`config.mk`:
```
export PLATFORM = sky130hd
export DESIGN_NAME = mux_share_arbiter
export DESIGN_NICKNAME = d
export VERILOG_FILES = /design/src/rtl/mux_share_arbiter.sv
export SDC_FILE = /design/constraint.sdc
export NUM_CORES = 1
export LEC_CHECK = 0
export CORE_MARGIN = 2
export CORE_UTILIZATION = 37
export CTS_BUF_LIST = sky130_fd_sc_hd__clkbuf_4
export DETAILED_ROUTE_END_ITERATION = 8
export PLACE_DENSITY = 0.65
export SLEW_MARGIN = 15
export SYNTH_ARGS = -nofsm -noshare
export SYNTH_HDL_FRONTEND = slang
export SYNTH_SLANG_ARGS = --single-unit
```
`constraint.sdc`:
```
create_clock -name clk -period 2.9 [get_ports clk]
set_input_delay 0.58 -clock clk [delete_from_list [all_inputs] [get_ports clk]]
set_output_delay 0.58 -clock clk [all_outputs]
set_load 0.05 [all_outputs]
```
`src/rtl/mux_share_arbiter.sv`:
```
// Round-robin arbiter that shares one mux tree and its destination register
// between NUM_REQ requesters, with a bounded ownership time.
module mux_share_arbiter #(
  parameter int unsigned SEL_BITS = 2,
  // Derived from SEL_BITS; must stay equal to 2**SEL_BITS.
  parameter int unsigned NUM_REQ  = 2**SEL_BITS,
  // Grant cycles per ownership while others wait; 0 disables the timeout.
  parameter int unsigned MAX_HOLD = 16
) (
  input  logic                clk,
  input  logic                rst,
  input  logic [NUM_REQ-1:0]  req,
  output logic [NUM_REQ-1:0]  gnt,
  output logic [SEL_BITS-1:0] sel,
  output logic                busy,
  output logic                xfer_en
);

  localparam int unsigned HOLD_W = $clog2(MAX_HOLD) + 1;
  // Last hold count value; the counter saturates here.
  localparam logic [HOLD_W-1:0] HOLD_LAST =
    (MAX_HOLD == 0) ? HOLD_W'(0) : HOLD_W'(MAX_HOLD - 1);

  typedef enum logic [1:0] {
    ST_IDLE = 2'd0,
    ST_OWN  = 2'd1,
    ST_REL  = 2'd2
  } state_t;

  state_t              state_q, state_d;
  logic [NUM_REQ-1:0]  gnt_d;
  logic [SEL_BITS-1:0] sel_d;
  logic                busy_d;
  logic [SEL_BITS-1:0] ptr_q, ptr_d;
  logic [HOLD_W-1:0]   hold_q, hold_d;

  logic                win_vld;
  logic [SEL_BITS-1:0] win_idx;
  logic [SEL_BITS-1:0] cand;
  logic                others_req;
  logic                owner_rel;
  logic                owner_to;

  // First set request searching upward from ptr, wrapping at NUM_REQ-1.
  always_comb begin
    win_vld = 1'b0;
    win_idx = '0;
    cand    = '0;
    for (int unsigned i = 0; i < NUM_REQ; i++) begin
      cand = ptr_q + SEL_BITS'(i);
      if (!win_vld && req[cand]) begin
        win_vld = 1'b1;
        win_idx = cand;
      end
    end
  end

  // Release and timeout conditions for the current owner.
  always_comb begin
    others_req = |(req & ~gnt);
    owner_rel  = ~req[sel];
    owner_to   = (MAX_HOLD != 0) && (hold_q == HOLD_LAST) && others_req;
  end

  // Next-state and next-output logic.
  always_comb begin
    state_d = state_q;
    gnt_d   = gnt;
    sel_d   = sel;
    busy_d  = busy;
    ptr_d   = ptr_q;
    hold_d  = hold_q;
    case (state_q)
      ST_IDLE: begin
        if (win_vld) begin
          state_d = ST_OWN;
          gnt_d   = NUM_REQ'(1) << win_idx;
          sel_d   = win_idx;
          busy_d  = 1'b1;
          hold_d  = '0;
        end
      end
      ST_OWN: begin
        // Release takes priority; both paths lead to the same REL entry.
        if (owner_rel || owner_to) begin
          state_d = ST_REL;
          gnt_d   = '0;
          busy_d  = 1'b0;
          ptr_d   = sel + SEL_BITS'(1);
        end else if (hold_q != HOLD_LAST) begin
          hold_d = hold_q + HOLD_W'(1);
        end
      end
      ST_REL: begin
        // sel is left alone so the mux output stays stable in the bubble.
        state_d = ST_IDLE;
      end
      default: begin
        state_d = ST_IDLE;
        gnt_d   = '0;
        busy_d  = 1'b0;
      end
    endcase
  end

  // State and output registers with asynchronous active-low reset.
  always_ff @(posedge clk or negedge rst) begin
    if (!rst) begin
      state_q <= ST_IDLE;
      gnt     <= '0;
      sel     <= '0;
      busy    <= 1'b0;
      ptr_q   <= '0;
      hold_q  <= '0;
    end else begin
      state_q <= state_d;
      gnt     <= gnt_d;
      sel     <= sel_d;
      busy    <= busy_d;
      ptr_q   <= ptr_d;
      hold_q  <= hold_d;
    end
  end

  // Destination register enable: owner present and still requesting.
  assign xfer_en = (state_q == ST_OWN) & req[sel];

  // Structural invariants of the grant interface.
  a_gnt_onehot0 : assert property (@(posedge clk) disable iff (!rst) $onehot0(gnt));
  a_gnt_busy    : assert property (@(posedge clk) disable iff (!rst) ((gnt != '0) == busy));
  a_sel_owner   : assert property (@(posedge clk) disable iff (!rst) busy |-> gnt[sel]);
  a_xfer_busy   : assert property (@(posedge clk) disable iff (!rst) xfer_en |-> busy);

endmodule
```
==> impl_metrics.json <==
{
  "status": "completed",
  "num_vias": 771,
  "synth_fp_nets": 98,
  "cts_tree": "done",
  "worst_pin_slew_ps": 720,
  "cts_buffers": 3,
  "antenna_found_initial": 0,
  "postPlaceCellArea_um2": 1160,
  "grt_max_degree": 17,
  "rsz0062_at_grt": "false",
  "r2r_cells": 8,
  "path_depth": 6,
  "synthXorXnorAreaFrac_pct": 0.923,
  "max_cap_violations": 0,
  "place.gp.congestion": 0.777,
  "hpwl_mm": 1.60,
  "timing.reg2reg.setup_slack_ps": 660,
  "clk_pin_slew_ps": 100,
  "ys_types": 38,
  "crit_buf_inv": 3,
  "ys_warn_count": 0,
  "finalHoldViolations": 0,
  "setup_violations": 0,
  "synth_compound_area_share_pct": 24.5,
  "start_util_pct": 38.6,
  "area_delta_synth_final_pct": 24.9,
  "fp-row-count": 18,
  "worstPathArrival_ps": 2180,
  "fin_setup_tns_ps": 0,
  "die_x_um": 54.6,
  "ys_seq_area_share_pct": 42.2,
  "cts.path.max_buffers": 2,
  "utilization_pct": 48.3,
  "syn_area_per_cell_um2": 10.5,
  "grt_pass1_vias": 763,
  "cp.required_ps": 2320,
  "clock-sinks": 16,
  "skew_ps": 9.41,
  "endpoint": "xfer_en",
  "path_max_fanout": 5,
  "post_cts.repair.setup_buffers": 0,
  "critPathTopFamily": "buffers and inverters",
  "via_per_inst": 5.47,
  "cp_slowest_cell": "clkdlybuf4s50_1",
  "synth_top_area_cell": "dfrtp_1",
  "synth_top_family_by_area": "compound AO/OA/AOI/OAI gates",
  "grt_overflow_total": 0,
  "synth-adder-area-share_pct": 2.64,
  "critPathCaptureType": "output port",
  "synth_mux_area_share_pct": 4.88,
  "syn_area_um2": 948,
  "insertion_delay_ps": 290,
  "power.density_nw_per_um2": 1060,
  "postCtsResizedCells": 0,
  "routed_wl_mm": 2.08,
  "drt_pre_antenna_iters": 4,
  "layout-drive-gt1-share_pct": 17.1,
  "ir_drop_mv": 0.752,
  "crit_start": "req[3]",
  "fin_crit_ps": 2760,
  "yosys.area_share.simple_pct": 21.5,
  "drt_iter0_markers": 17,
  "grt_usage_pct": 17.5,
  "detail-route-antenna-nets": 0,
  "io_buffer_count": 13,
  "synth_edf_count": 0,
  "synth_top_area_share_pct": 42.2,
  "htree_levels": 1,
  "worstPathCellList": "clkdlybuf4s50_1 > mux2i_1 > mux2_4 > or3_4 > inv_1 > buf_12",
  "drc": 0,
  "startpoint_type": "primary input",
  "p_leak_nw": 0.537,
  "clockRootBuffer": "clkbuf_4",
  "ys.flop_type": "dfrtp_1",
  "async_flop_share_pct": 100,
  "layout.nets": 120,
  "slew-limit-headroom_pct": 51.8,
  "syn_inst": 90,
  "layout_common_cells": "dfrtp_1, clkdlybuf4s50_1, a21oi_1",
  "grt_pass1_wl_mm": 3.61,
  "die_area_um2": 2980,
  "io_pins": 14,
  "hp-class": "reg -> reg",
  "path_class": "in -> out",
  "drv_slew": 0,
  "synth-seq-cells": 16,
  "fin_crit_sh_pct": 95.3,
  "synth_area_leaders": "dfrtp_1, a21oi_1, a32o_1, nor2b_4, o41ai_4",
  "diodes": 0,
  "worst_r2r_endpoint": "hold_q[3]$_DFFE_PN0P_",
  "fin_area_um2": 1180,
  "postCtsHoldBufs": 0,
  "critPathMaxStageDelay_ps": 550,
  "die_y_um": 54.6,
  "coreArea_um2": 2450,
  "r2r_start": "hold_q[0]$_DFFE_PN0P_",
  "max_freq_mhz": 362,
  "drt-wirelength-per-cell_um": 14.8,
  "final_common_cell": "dfrtp_1"
}
-- sequential cells by signal (all words and copies together) (netlist names) --
| signal | count |
|---|---|
| hold_q | 5 |
| gnt | 4 |
| ptr_q | 2 |
| sel | 2 |
| state_q | 2 |
| busy | 1 |
-- metrics by stage --
step	total power, mW	cells	hold WS [ps]	setup slack (ps)
6_report	1.25	141	499	137
5_1_grt	1.34	141	512	78.1
4_1_cts	1.26	141	496	126
3_5_place_dp	1.13	137	467	134
3_3_place_gp	1.12	137	467	179
2_1_floorplan	0.900	90	284	450
-- area by class of cell --
| cell class | count | area (um^2) |
|---|---|---|
| fillers | 234 | 1270 |
| multi-input cells | 66 | 517 |
| flip-flops and latches | 16 | 400 |
| repair buffers | 18 | 178 |
| well taps | 30 | 37.5 |
| inverters | 7 | 26.3 |
| clock buffers | 3 | 22.5 |
| clock inverters | 1 | 3.75 |
-- cell families after synthesis --
family                     Yosys count
muxes                                4
buffers and inverters                8
AOI/OAI and AO/OA                   27
DFF                                 16
and+or+nand+nor                     32
xor gates and xnor gates             1
adders and majority gates            2
-- power breakdown --
| part | internal [mW] | total (mW) | switching [mW] | leakage (nW) |
|---|---|---|---|---|
| Combinational | 0.295 | 0.710 | 0.416 | 0.318 |
| Clock | 0.0501 | 0.120 | 0.0704 | 0.0154 |
| Sequential | 0.306 | 0.423 | 0.117 | 0.203 |
-- layer usage --
layer	vias to the layer above	share of wire, %	global-route usage (%)
li1	379	-	-
met1	374	48	24.0
met2	11	47	25.4
met3	7	2.5	3.28
met4	0	2.3	10.4
met5	-	0	0
-- tightest hold or removal path, delay by kind of cell, from the launching register on --
kind          cells  cell delay, ps
flops             1             360
simple gates      2             110
-- synthesized netlist by cell type, drive strengths merged (3+ instances only) --
master  instances
dfrtp          16
nor2            6
nand2           4
or3             4
a32o            3
a21oi           8
nand3           3
o21ai           4
inv             7
nor2b           4
o31ai           3
-- worst min-delay path by stage --
stage,cells past startpoint,slack (ps),from,end
4_1_cts,2,500,busy$_DFFE_PN0P_,busy$_DFFE_PN0P_
5_1_grt,2,510,busy$_DFFE_PN0P_,busy$_DFFE_PN0P_
3_3_place_gp,2,470,busy$_DFFE_PN0P_,busy$_DFFE_PN0P_
3_5_place_dp,2,470,busy$_DFFE_PN0P_,busy$_DFFE_PN0P_
6_report,2,500,busy$_DFFE_PN0P_,busy$_DFFE_PN0P_
2_1_floorplan,0,280,rst,busy$_DFFE_PN0P_
(Power assumes the default switching activity.)
